===== config.mk =====
export PLATFORM = sky130hd
export DESIGN_NAME = ttfs_charge_scheduler
export DESIGN_NICKNAME = d
export VERILOG_FILES = /design/src/rtl/ttfs_charge_scheduler.sv
export SDC_FILE = /design/constraint.sdc
export NUM_CORES = 1
export LEC_CHECK = 0
export CAP_MARGIN = 20
export CORE_MARGIN = 2
export CORE_UTILIZATION = 49
export DETAILED_ROUTE_END_ITERATION = 8
export GPL_TIMING_DRIVEN = 0
export PLACE_DENSITY = 0.85
export SLEW_MARGIN = 10
export SYNTH_ARGS = -nofsm -noshare
export SYNTH_HDL_FRONTEND = slang
export SYNTH_SLANG_ARGS = --single-unit

===== constraint.sdc =====
create_clock -name CLK -period 5.3 [get_ports CLK]
set_clock_uncertainty 0.05 [all_clocks]
set_input_delay 1.325 -clock CLK [delete_from_list [all_inputs] [get_ports CLK]]
set_output_delay 1.325 -clock CLK [all_outputs]
set_load 0.05 [all_outputs]

===== src/rtl/ttfs_charge_scheduler.sv =====
// ttfs_charge_scheduler: pops AER spikes, sweeps neuron read/write pairs, then runs one charge sweep per tick.
// Optional perf counters are built when TTFS_SCHED_PERF_EN is defined.
module ttfs_charge_scheduler #(
  parameter int N          = 256,
  parameter int M          = 8,
  parameter int INPUT_RESO = 8,
  parameter int CHARGE_MAX = 31
) (
  input  logic         CLK,
  input  logic         RST,
  input  logic         start_i,
  input  logic [M-1:0] max_neuron_i,
  input  logic         fifo_empty_i,
  output logic         fifo_r_en_o,
  input  logic [M-1:0] fifo_r_data_i,
  input  logic         spikecore_done_i,
  input  logic         next_tick_i,
  input  logic         inference_done_i,
  output logic [M-1:0] count_o,
  output logic [M-1:0] neuron_idx_o,
  output logic         neuron_event_read_o,
  output logic         neuron_event_write_o,
  output logic         neuron_tref_o,
  output logic         charge_enable_o,
  output logic [4:0]   charge_count_o,
  output logic         busy_o,
  output logic         tick_done_o,
`ifdef TTFS_SCHED_PERF_EN
  output logic [31:0]  perf_cycles_o,
  output logic [15:0]  perf_events_o,
`endif
  output logic         irq_o
);
  typedef enum logic [3:0] {IDLE, POP, LATCH, RD, WR, CH_RD, CH_WR, WAIT_TICK, DONE} state_t;
  if (N != (1 << M) || INPUT_RESO < 1 || CHARGE_MAX > 31) begin : g_bad_cfg
    $error("ttfs_charge_scheduler: inconsistent parameters");
  end
  state_t state_q, state_d;
  logic [M-1:0] count_q, count_d, idx_q, idx_d;
  logic [4:0] chg_q, chg_d;
  logic stop_q, stop_d, last, stop;
  assign last = count_q == max_neuron_i;
  assign stop = stop_q | inference_done_i;
  assign stop_d = (state_q == RD || state_q == CH_RD) && inference_done_i;
  always_comb begin
    state_d = state_q;
    count_d = count_q;
    idx_d = idx_q;
    chg_d = chg_q;
    fifo_r_en_o = 1'b0;
    neuron_event_read_o = 1'b0;
    neuron_event_write_o = 1'b0;
    tick_done_o = 1'b0;
    irq_o = 1'b0;
    case (state_q)
      IDLE: if (start_i) begin
        state_d = POP;
        count_d = '0;
        idx_d = '0;
        chg_d = '0;
      end
      POP: begin
        if (inference_done_i) state_d = DONE;
        else if (!fifo_empty_i) begin
          fifo_r_en_o = 1'b1;
          state_d = LATCH;
        end else if (spikecore_done_i) begin
          count_d = '0;
          state_d = CH_RD;
        end
      end
      LATCH: begin
        if (inference_done_i) state_d = DONE;
        else begin
          idx_d = fifo_r_data_i;
          count_d = '0;
          state_d = RD;
        end
      end
      RD, CH_RD: begin
        neuron_event_read_o = 1'b1;
        state_d = state_q == RD ? WR : CH_WR;
      end
      WR, CH_WR: begin
        neuron_event_write_o = 1'b1;
        count_d = last ? count_q : count_q + 1'b1;
        tick_done_o = last && state_q == CH_WR;
        // Charge steps stop counting once saturated
        chg_d = tick_done_o && chg_q != 5'(CHARGE_MAX) ? chg_q + 5'd1 : chg_q;
        state_d = stop ? DONE : !last ? (state_q == WR ? RD : CH_RD) : (state_q == WR ? POP : WAIT_TICK);
      end
      WAIT_TICK: state_d = inference_done_i ? DONE : next_tick_i ? POP : WAIT_TICK;
      DONE: begin
        irq_o = 1'b1;
        state_d = IDLE;
      end
      default: state_d = IDLE;
    endcase
  end
  always_ff @(posedge CLK) begin
    if (RST) begin
      state_q <= IDLE;
      count_q <= '0;
      idx_q <= '0;
      chg_q <= '0;
      stop_q <= 1'b0;
    end else begin
      state_q <= state_d;
      count_q <= count_d;
      idx_q <= idx_d;
      chg_q <= chg_d;
      stop_q <= stop_d;
    end
  end
  assign count_o = count_q;
  assign neuron_idx_o = idx_q;
  assign charge_count_o = chg_q;
  assign busy_o = state_q != IDLE;
  assign neuron_tref_o = state_q == CH_RD || state_q == CH_WR;
  assign charge_enable_o = neuron_tref_o;
`ifdef TTFS_SCHED_PERF_EN
  logic [31:0] cyc_q;
  logic [15:0] ev_q;
  always_ff @(posedge CLK) begin
    if (RST || (start_i && state_q == IDLE)) begin
      cyc_q <= '0;
      ev_q <= '0;
    end else begin
      cyc_q <= busy_o && !(&cyc_q) ? cyc_q + 32'd1 : cyc_q;
      ev_q <= fifo_r_en_o && !(&ev_q) ? ev_q + 16'd1 : ev_q;
    end
  end
  assign perf_cycles_o = cyc_q;
  assign perf_events_o = ev_q;
`endif
endmodule

Word-level counts from Yosys, hierarchy flattened

Cells that the tools add are included.

Bits in registers: 26
Input port bits: 23
Output and inout port bits: 29
Word-level logic and storage cells: 74

Add/sub/neg operators: 2
Equal/unequal tests: 18
Mux-type cells: 32
Bitwise gates (word level): 1
Reduce and logical (&&, ||, !) cells: 16

Operators with widths:

| operator                                      | count |
|---|---|
| 2-to-1 mux 8 bit                              | 7 |
| one-hot mux 8 bit (4 select lines)            | 1 |
| 2-to-1 mux 4 bit                              | 7 |
| one-hot mux 4 bit (6 select lines)            | 1 |
| == test 4 x 3 -> 1 bit, second input constant | 4 |
| one-hot mux 8 bit (2 select lines)            | 1 |
| inequality test 2 bit, second input constant  | 7 |
| 2-to-1 mux 3 bit                              | 4 |
| 2-to-1 mux 5 bit                              | 2 |
| one-hot mux 5 bit (2 select lines)            | 1 |
| adder 8 x 1 -> 8 bit, second input constant   | 1 |
| == test 4 x 2 -> 1 bit, second input constant | 2 |
| == test 8 bit                                 | 1 |
| nonzero test 4 bit                            | 2 |
| 2-to-1 mux 1 bit                              | 7 |
| AND reduction 7 bit                           | 1 |
| AND reduction 3 bit                           | 2 |
| adder 5 x 1 -> 5 bit, second input constant   | 1 |
| inequality test 5 bit, second input constant  | 1 |
| == test 4 x 1 -> 1 bit, second input constant | 1 |
| == test 4 bit, second input constant          | 1 |
| zero test 4 bit                               | 1 |
| inequality test 4 bit, second input constant  | 1 |
| nonzero test 2 bit                            | 2 |
| 6 further kinds                               | 10 |

Logic depth before layout (Yosys ltp)

Gate-level depths: netlist of run 1.

Depth after elaboration: 5
Depth in mapped cells: 8

Worst setup path before layout of run 1

Ideal clock, no wire load.

Path kind: input-to-output
Start: input max_neuron_i[5]
End: output tick_done_o
Data arrival time: 2.658 ns
Data required time: 3.925 ns
Slack: 1.267 ns
Stages on the path: 4
Cells stage by stage: xor2_1 -> nor4_2 -> nand3_2 -> nor2_1

Word-level cells in the longest chain between the ends: 3

RTL lines:

| what              | line | text |
|---|---|---|
| from (decl)       | 12   | `input logic [M-1:0] max_neuron_i,` |
| == test 8 bit     | 42   | `assign last = count_q == max_neuron_i;` |
| logical AND 1 bit | 87   | `tick_done_o = last && state_q == CH_WR;` |
| 2-to-1 mux 1 bit  | 55   | `case (state_q)` |
| to (decl)         | 27   | `output logic tick_done_o,` |

No other way between the ends.

Worst setup path in the final report of run 1

Same ends and word-level chain as after synthesis.

==> impl_metrics.env, run 1 <==
export IMPL_status="complete, no violations"
export IMPL_post_synth_top_count_cell="dfxtp_1"
export IMPL_grt_max_degree=16
export IMPL_initial_utilization_pct=50.8
export IMPL_htreeDepth=1
export IMPL_drive_gt1_share_pct=8.33
export IMPL_whs_endpoint="charge_count_o[1]$_SDFFE_PP0P_"
export IMPL_reg2reg_from="state_q[3]$_SDFFE_PP0P_"
export IMPL_finalHoldViolations=0
export IMPL_route_vias_total=1611
export IMPL_wl_per_cell_um=13.4
export IMPL_port_buffers=50
export IMPL_p_per_area_nw_per_um2=208
export IMPL_setup_viol=0
export IMPL_syn2layout_area_growth_pct=39.0
export IMPL_synth_edf_count=0
export IMPL_overflow=0
export IMPL_synth_cells=186
export IMPL_viasPerCell=5.90
export IMPL_dominantRegCellSynth="dfxtp_1"
export IMPL_routabilityCongestion=0.900
export IMPL_synth_top_area_share_pct=34.2
export IMPL_dp_cells=269
export IMPL_ys_seq_area_share_pct=34.2
export IMPL_r2r_end="count_o[4]$_SDFFE_PP0P_"
export IMPL_min_period_ns=4.81
export IMPL_max_freq_mhz=208
export IMPL_netlist_area_sq_um=1520
export IMPL_cp_cell_sequence="clkdlybuf4s50_1 -> xor2_1 -> nor4_2 -> nand3_2 -> nor2_1 -> clkdlybuf4s50_1"
export IMPL_stdcell_count=273
export IMPL_worst_pin_slew_ns=0.562
export IMPL_synth_top_cell_by_area="dfxtp_1"
export IMPL_required_ns=3.92
export IMPL_hold_path_depth=2
export IMPL_core_area_sq_um=3000
export IMPL_synth_cell_types=46
export IMPL_yosys_top_cells_count="dfxtp_1 (26), nor2_1 (21), a21oi_1 (12)"
export IMPL_crit_type="in -> out"
export IMPL_rsz0062_at_grt="no"
export IMPL_rrSetupSlack_ns=3.20
export IMPL_die_y_um=59.8
export IMPL_drv_cap=0
export IMPL_ff2ff_path_depth=7
export IMPL_drtIter0Drc=99
export IMPL_path_max_fanout=7
export IMPL_wirelength_um=3650
export IMPL_fin_crit_sh_pct=90.7
export IMPL_synth_fp_nets=212
export IMPL_top_level_ports=52
export IMPL_die_width_um=59.8
export IMPL_remaining_drc_errors=0
export IMPL_yosys_warnings=0
export IMPL_cts_root_buf="clkbuf_4"
export IMPL_clk_pin_slew_ns=0.14
export IMPL_holdBufCountCts=0
export IMPL_synthTopCellsByArea="dfxtp_1 (34%), nor2_1 (5.2%), xor2_1 (4.6%)"
export IMPL_critPathArrivalTime_ns=3.43
export IMPL_setup_tns_ns=0
export IMPL_cpMostUsedCell="clkdlybuf4s50_1"
export IMPL_diodes=0
export IMPL_cts_tree="done"
export IMPL_clock_path_buffers=2
export IMPL_clock_sinks=26
export IMPL_grt_pass1_vias=1316
export IMPL_clock_latency_ns=0.33
export IMPL_cts_made_buffers=3
export IMPL_dp_hpwl_um=2710
export IMPL_hp_start="charge_count_o[1]$_SDFFE_PP0P_"
export IMPL_p_leak_nw=0.773
export IMPL_cts_resized=0
export IMPL_antenna_found_initial=0
export IMPL_start_kind="input port"
export IMPL_first_pass_iters=4
export IMPL_async_flop_share_pct=0
export IMPL_fp_row_count=20
export IMPL_track_usage_pct=20.7
export IMPL_grt_pass1_wl_um=5780
export IMPL_ys_seq_elements=26
export IMPL_slowest_delay_ns=0.81
export IMPL_relSlewSlack_pct=62.3
export IMPL_final_nets=267
export IMPL_end_kind="primary output"
export IMPL_dieArea_sq_um=3570
export IMPL_cts_setup_buffers=0
export IMPL_nFillCells=249
export IMPL_avgSynthCellArea_sq_um=8.19
export IMPL_hp_class="reg -> reg"
export IMPL_drv_slew=0
export IMPL_peakVddDrop_uv=132
export IMPL_ant_nets=0
export IMPL_critPathSlowestCell="clkdlybuf4s50_1"
[metrics by stage]
stage	utilization, %	cell area (sq um)	power (mW)	setup slack [ns]	hold slack (ns)
2_1_floorplan	-	1520	0.268	1.27	0.479
3_3_place_gp	68.8	2070	0.304	0.527	0.437
3_5_place_dp	68.8	2070	0.305	0.491	0.442
4_1_cts	70.5	2120	0.442	0.493	0.464
5_1_grt	70.5	2120	0.456	0.372	0.473
6_report	70.5	2120	0.441	0.494	0.460
[layout make-up]
type	count	area (sq um)	share of cell area, %
multi-input cells	140	910	42.9
clock buffers	3	22.5	1.06
inverters	6	22.5	1.06
plain buffers	14	71.3	3.37
repair buffers	50	500	23.6
well taps	33	41.3	1.95
flip-flops and latches	26	520	24.6
clock inverters	1	30.0	1.42
[routing by layer]
| layer | global-route usage (%) | routed length, um |
|---|---|---|
| met3 | 3.03 | 194 |
| met5 | 0 | 0 |
| met1 | 28.2 | 1660 |
| met4 | 7.30 | 31 |
| met2 | 33.2 | 1760 |
[sequential cells by signal (all words and copies together), names as in the netlist]
name / count
state_q: 4
count_o: 8
stop_q: 1
neuron_idx_o: 8
charge_count_o: 5
[kinds of logic (layout without fill, tap and decap cells)]
group | count (synthesis) | in the layout | synth area share [%]
buffers and inverters | 20 | 74 | 6.16
muxes | 1 | 1 | 0.657
AOI/OAI and AO/OA | 50 | 50 | 22.3
adders and majority gates | 3 | 3 | 2.46
xor gates and xnor gates | 11 | 11 | 6.32
DFF | 26 | 26 | 34.2
and+or+nand+nor | 75 | 75 | 27.9
[worst max-delay path: cells and delay by family]
| family | cells | cell delay [ns] |
|---|---|---|
| xor+xnor | 1 | 0.16 |
| buf+inv | 2 | 1.24 |
| simple gates | 3 | 0.71 |
[cell usage in the layout, fill, tap and decap left out, types with 2 or more instances in the layout]
cell	n
a22oi_1	9
clkbuf_1	4
a31oi_1	2
nand3_1	11
xor2_1	8
clkdlybuf4s50_1	50
nand2_1	6
or4b_1	2
nor2b_1	4
xnor2_1	3
clkbuf_4	3
buf_1	2
o31ai_1	7
dfxtp_1	26
a21oi_1	12
o21ai_1	2
inv_1	6
a32o_1	2
nor2_1	21
nor3_1	7
or4_1	6
buf_2	6
ha_1	3
and3_1	7
o21ai_0	7
[report_power, final]
group          internal [mW]  switching [mW]
logic                 0.0402          0.0593
clock network         0.0766          0.0636
registers              0.199         0.00303
[how the worst max path moves through the flow]
stage | start | endpoint | slack (ns) | cells past startpoint
global route | max_neuron_i[5] | tick_done_o | 0.37 | 6
detailed placement | max_neuron_i[5] | tick_done_o | 0.49 | 6
CTS | max_neuron_i[5] | tick_done_o | 0.49 | 6
floorplan | max_neuron_i[5] | tick_done_o | 1.27 | 4
finish | max_neuron_i[5] | tick_done_o | 0.49 | 6
global placement | max_neuron_i[5] | tick_done_o | 0.53 | 6
No activity file was read; power rests on OpenSTA's default activity.
==> run 2, diff against run 1 <==
- PLACE_DENSITY: 0.85 -> 0.87
==> run 2 against run 1 <==
Via count down 0.56%. Final cell count shrank 0.37%. Largest cell class unchanged. Largest power group unchanged. Hold slack gained 0.0047 ns. Global-route usage grew 1.1 points. First-iteration DRC count shrank 40%. Register-to-register slack improved by 0.02 ns. Wire length is 1.2% higher. Sequential power about the same. Combinational power hardly changed. Maximum frequency hardly changed.
==> impl_metrics.env, run 2 (synthesis results as in run 1) <==
export IMPL_status="complete, no violations"
export IMPL_critPathArrivalTime_ns=3.43
export IMPL_cts_setup_buffers=0
export IMPL_route_vias_total=1602
export IMPL_grt_pass1_vias=1436
export IMPL_critPathSlowestCell="clkdlybuf4s50_1"
export IMPL_hp_class="reg -> reg"
export IMPL_setup_ws_ns=0.493
export IMPL_max_freq_mhz=208
export IMPL_port_buffers=50
export IMPL_cts_resized=0
export IMPL_core_area_sq_um=3000
export IMPL_path_max_fanout=7
export IMPL_routabilityCongestion=0.849
export IMPL_htreeDepth=1
export IMPL_setup_tns_ns=0
export IMPL_crit_type="in -> out"
export IMPL_p_per_area_nw_per_um2=183
export IMPL_start_kind="input port"
export IMPL_relSlewSlack_pct=62.6
export IMPL_track_usage_pct=21.8
export IMPL_clk_pin_slew_ns=0.13
export IMPL_design_area_sq_um=2090
export IMPL_clock_sinks=26
export IMPL_cp_cell_sequence="clkdlybuf4s50_1 -> xor2_1 -> nor4_2 -> nand3_2 -> nor2_1 -> clkdlybuf4s50_1"
export IMPL_dpl_cell_area_sq_um=2070
export IMPL_finalPower_uw=383
export IMPL_multiInputGateArea_sq_um=910
export IMPL_post_place_ws_ns=0.494
export IMPL_setup_viol=0
export IMPL_dp_hpwl_um=2820
export IMPL_worst_pin_slew_ns=0.557
export IMPL_layout_commonest_cell="clkdlybuf4s50_1"
export IMPL_cts_root_buf="clkbuf_4"
export IMPL_diodes=0
export IMPL_remaining_drc_errors=0
export IMPL_p_leak_nw=0.759
export IMPL_clock_latency_ns=0.31
export IMPL_cts_made_buffers=3
export IMPL_holdBufCountCts=0
export IMPL_die_width_um=59.8
export IMPL_fp_row_count=20
export IMPL_peakVddDrop_uv=114
export IMPL_dp_cells=269
export IMPL_end_kind="primary output"
export IMPL_finalHoldViolations=0
export IMPL_drv_cap=0
export IMPL_initial_utilization_pct=50.8
export IMPL_wirelength_um=3690
export IMPL_register_area_sq_um=520
export IMPL_cpMostUsedCell="clkdlybuf4s50_1"
export IMPL_grt_max_degree=14
export IMPL_wl_per_cell_um=13.6
export IMPL_drtIter0Drc=59
export IMPL_first_pass_iters=4
export IMPL_dieArea_sq_um=3570
export IMPL_final_nets=267
export IMPL_whs_ns=0.464
export IMPL_min_period_ns=4.81
export IMPL_top_level_ports=52
export IMPL_cts_tree="done"
export IMPL_rsz0062_at_grt="no"
export IMPL_drive_gt1_share_pct=7.95
export IMPL_viasPerCell=5.89
export IMPL_utilization_pct=69.5
export IMPL_die_y_um=59.8
export IMPL_required_ns=3.92
export IMPL_syn2layout_area_growth_pct=37.0
export IMPL_clock_path_buffers=2
export IMPL_slowest_delay_ns=0.81
export IMPL_grt_pass1_wl_um=6130
export IMPL_fin_crit_sh_pct=90.7
export IMPL_ant_nets=0
export IMPL_layout_common_cells="clkdlybuf4s50_1 (50), dfxtp_1 (26), nor2_1 (21), a21oi_1 (12), nand3_1 (11)"
export IMPL_drv_slew=0
export IMPL_stdcell_count=272
export IMPL_antenna_found_initial=0
export IMPL_overflow=0
export IMPL_nFillCells=267
## run 2: final cells by class
class	count	area share, %
Clock buffer	3	1.08
Multi-Input combinational cell	140	43.6
Sequential cell	26	24.9
Inverter	6	1.08
Tap cell	33	1.98
Buffer	14	3.42
Timing Repair Buffer	50	24.0
## run 2: worst paths after layout
kind	start	end	slack, ns	cells after the start
worst max-delay path	max_neuron_i[5]	tick_done_o	0.49	6
worst min register to register	charge_count_o[1]$_SDFFE_PP0P_	charge_count_o[1]$_SDFFE_PP0P_	0.46	2
worst max register to register	state_q[3]$_SDFFE_PP0P_	count_o[3]$_SDFFE_PP0P_	3.22	7
worst min-delay path	charge_count_o[1]$_SDFFE_PP0P_	charge_count_o[1]$_SDFFE_PP0P_	0.46	2
## run 2: per-layer routing
metal | up-vias | routed length [um] | global-route usage (%)
li1 | 796 | - | -
met1 | 746 | 1710 | 29.6
met2 | 56 | 1750 | 35.4
met3 | 4 | 178 | 3.25
met4 | 0 | 46 | 7.30
met5 | - | 0 | 0
## run 2: power breakdown
part	total [mW]	internal, mW	switching, mW
Combinational	0.100	0.0403	0.0598
Sequential	0.202	0.199	0.00299
Clock	0.0811	0.0266	0.0545
Total	0.383	0.265	0.117
## run 2: critical path, delay by kind of cell
kind | cells | cell delay [ns]
simple gates | 3 | 0.71
xor+xnor | 1 | 0.16
buf+inv | 2 | 1.24
==> run 3, diff against run 2 <==
- TNS_END_PERCENT: default -> 100
==> results of run 3 <==
Final layout, timing and power as in run 2 (identical DEF).
